<file path="config.mk">
export PLATFORM = sky130hd
export DESIGN_NAME = gigatron_in_port
export DESIGN_NICKNAME = d
export VERILOG_FILES = /design/src/rtl/gigatron_pkg.sv /design/src/rtl/gigatron_in_port_switch_debouncer.sv /design/src/rtl/gigatron_in_port.sv
export SDC_FILE = /design/constraint.sdc
export NUM_CORES = 1
export LEC_CHECK = 0
export BUFFER_PORTS_ARGS = -buffer_cell sky130_fd_sc_hd__clkbuf_2
export CORE_UTILIZATION = 48
export DETAILED_ROUTE_END_ITERATION = 6
export GPL_ROUTABILITY_DRIVEN = 0
export PLACE_DENSITY = 0.74
export SLEW_MARGIN = 20
export SYNTH_ARGS = -nofsm -noshare
export SYNTH_HDL_FRONTEND = slang
export SYNTH_SLANG_ARGS = --single-unit
</file>
<file path="constraint.sdc">
create_clock -name clock -period 1.43 [get_ports clock]
set_input_delay 0.286 -clock clock [delete_from_list [all_inputs] [get_ports clock]]
set_output_delay 0.286 -clock clock [all_outputs]
set_load 0.03 [all_outputs]
</file>
<file path="src/rtl/gigatron_pkg.sv">
// Shared constants for the Gigatron input path: button/OUT bit positions and
// the switch-to-controller-byte mapping.
package gigatron_pkg;

  localparam int BTN_RIGHT  = 0;
  localparam int BTN_LEFT   = 1;
  localparam int BTN_DOWN   = 2;
  localparam int BTN_UP     = 3;
  localparam int BTN_START  = 4;
  localparam int BTN_SELECT = 5;
  localparam int BTN_B      = 6;
  localparam int BTN_A      = 7;

  localparam int OUT_HSYNC  = 6;
  localparam int OUT_VSYNC  = 7;

  localparam int NUM_SW     = 4;

  localparam logic [7:0] BUTTONS_RELEASED = 8'hFF;

  // Accepted switches are active-high; the controller byte is active-low.
  // Start is synthesised from Up+Down held together.
  function automatic logic [7:0] map_buttons(input logic [NUM_SW-1:0] acc);
    logic [7:0] b;
    b              = BUTTONS_RELEASED;
    b[BTN_RIGHT]   = ~acc[0];
    b[BTN_LEFT]    = ~acc[1];
    b[BTN_DOWN]    = ~acc[2];
    b[BTN_UP]      = ~acc[3];
    b[BTN_START]   = ~(acc[2] & acc[3]);
    return b;
  endfunction

endpackage

</file>
<file path="src/rtl/gigatron_in_port_switch_debouncer.sv">
// One board switch: two-flop synchronizer plus, when GIGATRON_IN_DEBOUNCE_EN
// is defined, a stable-input counter gating changes to the accepted value.
module switch_debouncer #(
  parameter logic [15:0] DEBOUNCE_CYCLES = 16'd50000
) (
  input  logic clock,
  input  logic reset,
  input  logic sw_raw,
  output logic accepted
);

  logic [1:0] sync_q;

  always_ff @(posedge clock) begin
    if (!reset) sync_q <= 2'b00;
    else        sync_q <= {sync_q[0], sw_raw};
  end

`ifdef GIGATRON_IN_DEBOUNCE_EN
  localparam logic [15:0] LAST = (DEBOUNCE_CYCLES == 16'd0) ? 16'd0 : DEBOUNCE_CYCLES - 16'd1;

  logic [15:0] cnt;
  logic        acc_q;

  always_ff @(posedge clock) begin
    if (!reset) begin
      cnt   <= 16'd0;
      acc_q <= 1'b0;
    end else if (sync_q[1] == acc_q) begin
      cnt <= 16'd0;
    end else if (cnt == LAST) begin
      acc_q <= sync_q[1];
      cnt   <= 16'd0;
    end else begin
      cnt <= cnt + 16'd1;
    end
  end

  assign accepted = acc_q;
`else
  assign accepted = sync_q[1];
`endif

endmodule

</file>
<file path="src/rtl/gigatron_in_port.sv">
// Gigatron IN-bus source: debounced switches -> controller byte, modelled
// serial link clocked by the CPU's own OUT-register sync bits.
// Build option: GIGATRON_IN_DEBOUNCE_EN enables the debounce counters.
module gigatron_in_port
  import gigatron_pkg::*;
#(
  parameter logic [15:0] DEBOUNCE_CYCLES = 16'd50000
) (
  input  logic       clock,
  input  logic       reset,
  input  logic [3:0] sw,
  input  logic       out_strobe,
  input  logic [7:0] out_data,
  output logic [7:0] in_data,
  output logic [7:0] buttons,
  output logic [7:0] frame_count
);

  logic [NUM_SW-1:0] acc;

  for (genvar i = 0; i < NUM_SW; i++) begin : g_sw
    switch_debouncer #(
      .DEBOUNCE_CYCLES(DEBOUNCE_CYCLES)
    ) u_deb (
      .clock   (clock),
      .reset   (reset),
      .sw_raw  (sw[i]),
      .accepted(acc[i])
    );
  end

  logic [7:0] buttons_q;

  always_ff @(posedge clock) begin
    if (!reset) buttons_q <= BUTTONS_RELEASED;
    else        buttons_q <= map_buttons(acc);
  end

  assign buttons = buttons_q;

  // {vsync, hsync}; sync_prev trails sync_reg by one cycle so each
  // strobe-induced transition yields a single-cycle edge pulse.
  logic [1:0] sync_reg, sync_prev;
  logic       hsync_rise, vsync_fall;

  always_ff @(posedge clock) begin
    if (!reset) begin
      sync_reg  <= 2'b11;
      sync_prev <= 2'b11;
    end else begin
      if (out_strobe) sync_reg <= {out_data[OUT_VSYNC], out_data[OUT_HSYNC]};
      sync_prev <= sync_reg;
    end
  end

  assign hsync_rise = ~sync_prev[0] &  sync_reg[0];
  assign vsync_fall =  sync_prev[1] & ~sync_reg[1];

  logic [7:0] ctrl_sr, in_sr, frame_q;

  always_ff @(posedge clock) begin
    if (!reset) begin
      ctrl_sr <= BUTTONS_RELEASED;
      in_sr   <= 8'hFF;
      frame_q <= 8'h00;
    end else begin
      // Load takes priority over shift while vsync is low.
      if (!sync_reg[1])    ctrl_sr <= buttons_q;
      else if (hsync_rise) ctrl_sr <= {ctrl_sr[6:0], 1'b1};
      if (hsync_rise)      in_sr   <= {in_sr[6:0], ctrl_sr[7]};
      if (vsync_fall)      frame_q <= frame_q + 8'd1;
    end
  end

  assign in_data     = in_sr;
  assign frame_count = frame_q;

endmodule

</file>
* Word level (Yosys, flattened, before mapping)
Cells that the tools add are included.
** Operators by class
- Add/subtract/negate cells :: 1
- Equal/unequal tests :: 1
- Multiplexer cells :: 2
- Bitwise operators :: 10
** Operators with widths (count)
- 8-bit 2-to-1 mux :: 2
- 8-bit by 1-bit adder with 8-bit output (second input constant) :: 1
- 1-bit NOT :: 7
- 1-bit bitwise AND :: 3
- 2-bit by 1-bit inequality test with 1-bit output (second input constant) :: 1
** Storage, ports and cells
- Register bits :: 44
- Input port bits :: 15
- Word-level logic and storage cells :: 25

* Logic depth before layout (Yosys ltp)
- Depth after elaboration :: 4
- Mapped depth :: 5
- Gate-level depth less buffers :: 4

* Hierarchy
From an unflattened synthesis, not the netlist that was laid out.
** Unflattened totals
- Cell total of the unflattened synthesis :: 158
- Area, all modules :: 1452.6 µm²
** Modules (own cells, without submodules)
- gigatron_in_port :: times used 1, cells each 142, area an instance 1242.4 µm², sequential area each 660.6 µm²
- switch_debouncer :: times used 4, cells each 4, area an instance 52.6 µm², sequential area each 40.0 µm²

* Worst setup path after synthesis
No wires, ideal clock.
- Path kind :: reg2reg
- From :: reg frame_q[0], in the netlist frame_count[0]
- To :: reg frame_q[6], in the netlist frame_count[6]
- Arrival time :: 1.464 ns
- Required time :: 1.360 ns
- Setup slack :: -0.104 ns
- Cell stages (with the launch flop) :: 5
- Buffers on the path :: 0
- Cell sequence :: dfxtp_1 -> ha_1 -> inv_1 -> or4_1 -> a21oi_1
** Between the ends
- Cells in the longest elaborated chain, start to end :: 1
** RTL lines
- start, declared :: line gigatron_in_port.sv:59 : logic [7:0] ctrl_sr, in_sr, frame_q;
- start signal, assigned :: line gigatron_in_port.sv:71 : if (vsync_fall) frame_q <= frame_q + 8'd1;
- 8-bit by 1-bit adder with 8-bit output :: line gigatron_in_port.sv:71
Every way passes these cells.
A chain may end at the register's enable or synchronous reset.

* Worst setup path after layout
- From :: reg frame_q[1], in the netlist frame_count[1]
- To :: reg frame_q[6], in the netlist frame_count[6]
The elaborated chain is that of the path after synthesis.

==> metrics.yaml <==
port_buffers: 29
required_ns: 1.71
ys_seq_area_share_pct: 56.21
rsz0062_at_grt: "false"
power_density_nw_per_um2: 1156
power_mw: 1.972
final_cell_mix: "38 x dfxtp_1, 34 x nand2_1, 29 x clkbuf_2"
initial_utilization_pct: 51.61
grt_pass1_wl_microns: 4340
cp-startpoint: "frame_count[1]$_SDFFE_PN0P_"
fin_area_sq_um: 1707
clk_latency_ns: 0.34
max_stage_delay_ns: 0.49
numCtsBuffers: 5
cts_buffer_depth: 2
grt_pass1_vias: 1050
routedWlPerCell_microns: 11.39
postRouteAntennaNets: 0
failed_checks: "DRC"
worstPathArrival_ns: 1.63
ir_drop_v: 0.0007747
outcome: "finished with violations"
die_w_microns: 57.16
timing.fmax_ghz: 0.7459
synth_area_sq_um: 1460
drive_gt1_share_pct: 24.48
firstDrtPassIters: 7
grtUsageTotal_pct: 17.86
rows: 19
grt_max_degree: 17
placed_cell_area_sq_um: 1645
wl_microns: 2540
tns_ns: 0
holdCritPathClass: "input port to register"
overflow: 0
start_kind: "register"
synth_edf_count: 0
vias_per_cell: 5.184
num_vias: 1156
mostFrequentLayoutCell: "dfxtp_1"
synthFlopType: "dfxtp_1"
drt_iter0_drc: 34
cts_tree: "built"
drv_slew: 0
path_buf_inv: 1
hpwl_microns: 1823
fin_skew_ns: 0.01146
antenna_found_initial: 0
synth_cells: 159
htreeDepth: 2
final_net_count: 208
p_leak_nw: 0.7569
drc: 4
worstSetupPathType: "register to register"
cts.sinks: 41
period_share_pct: 93.75
ys.warnings.count: 0
io_pins: 39
synthArstFlopShare_pct: 0
path_clk_slew_ns: 0.11
setup_viol: 0
antenna_cells: 0
slowest_stage: "or4_1"
final_hold_viol_count: 0
hold_start: "sw[1]"
clockRootBuffer: "clkbuf_4"
syn_to_final_growth_pct: 16.88
fp.coreArea_sq_um: 2829
synth.distinct_cells: 30
dieArea_sq_um: 3267
synth-seq-cells: 41
reg2reg_from: "frame_count[1]$_SDFFE_PN0P_"
path_delay_family: "simple AND/OR/NAND/NOR gates"
min_period_ns: 1.341
die_h_microns: 57.16
cp_max_fo: 6
drv_cap: 0
synth_area_per_cell_sq_um: 9.183
path_cells: "ha_1 > inv_1 > or4_1 > a21oi_1"
endpoint_kind: "register"
-- synthesized netlist by cell type (3+ instances only) --
cell type	n	share of area [%]
dfxtp_1	41	56
nand2_1	34	8.7
nor2_1	12	3.1
nand3_1	11	3.8
and2_1	8	3.4
clkbuf_1	6	1.5
a21oi_1	4	1.4
buf_4	3	1.5
inv_1	3	0.77
mux2i_1	3	2.1
nand2b_1	3	1.3
nand4_1	3	1.3
o21ai_0	3	1.0
o311ai_1	3	1.8
-- timing repair --
action | in CTS | in global routing
gates resized for setup | 0 | 1
endpoints found under the setup margin | 0 | 1
hold buffers | 0 | 0
hold endpoints to repair | 0 | 0
buffers inserted | 0 | 0
-- layout make-up --
type	instances	area (sq um)
Fill cell	268	1122
Sequential cell	41	827.0
Multi-Input combinational cell	106	580.6
Timing Repair Buffer	35	190.2
Clock buffer	6	51.30
Tap cell	31	38.79
Inverter	3	11.26
Clock inverter	1	7.507
-- worst register-to-register path, stage by stage, from the launching register on --
cell     delay (ns)
dfxtp_4        0.39
ha_1           0.17
inv_1          0.07
or4_1          0.49
a21oi_1        0.15
-- routing by layer --
metal  wire, microns  vias up  global-route usage [%]
li1                -      589                       -
met1            1144      531                   20.84
met2            1219       28                   28.24
met3             104        8                   4.762
met4              72        0                   13.24
met5               0        -                       0
-- cell families (layout without fill, tap and decap cells) --
group | Yosys count | count (layout) | share of synthesized area (%)
buffers and inverters | 14 | 45 | 4.541
adder cells (fa/ha/maj) | 1 | 1 | 0.8568
other | 1 | 3 | 0.2568
XOR/XNOR | 2 | 2 | 1.200
flip-flops | 41 | 41 | 56.21
multiplexers | 3 | 3 | 2.057
AO/OA/AOI/OAI | 15 | 15 | 6.855
AND/OR/NAND/NOR | 82 | 82 | 28.02
-- metrics by stage --
step | hold slack [ns] | std cells | utilization [%] | setup WS (ns)
after detailed placement | 0.3490 | 216 | 58.16 | 0.09697
after floorplan | 0.3434 | 161 | - | 0.002439
final | 0.1371 | 223 | 60.33 | 0.08938
after global placement | 0.3449 | 216 | 58.16 | 0.1336
after global routing | 0.1117 | 223 | 60.33 | 0.001954
after CTS | 0.1224 | 223 | 60.24 | 0.07519
-- power breakdown --
group / internal (mW) / switching (mW)
clock network: 0.230 / 0.352
registers: 1.18 / 0.0242
logic: 0.0676 / 0.114
total: 1.48 / 0.490
-- final timing paths --
kind / to / slack, ns / cells past startpoint
setup / recovery: frame_count[6]$_SDFFE_PN0P_ / 0.09 / 4
setup reg to reg: frame_count[6]$_SDFFE_PN0P_ / 0.09 / 4
hold reg to reg: buttons[1]$_SDFF_PN1_ / 0.37 / 1
hold / removal: g_sw[1].u_deb.sync_q[0]$_SDFF_PN0_ / 0.14 / 2
Power figures use the tool's default switching activity.
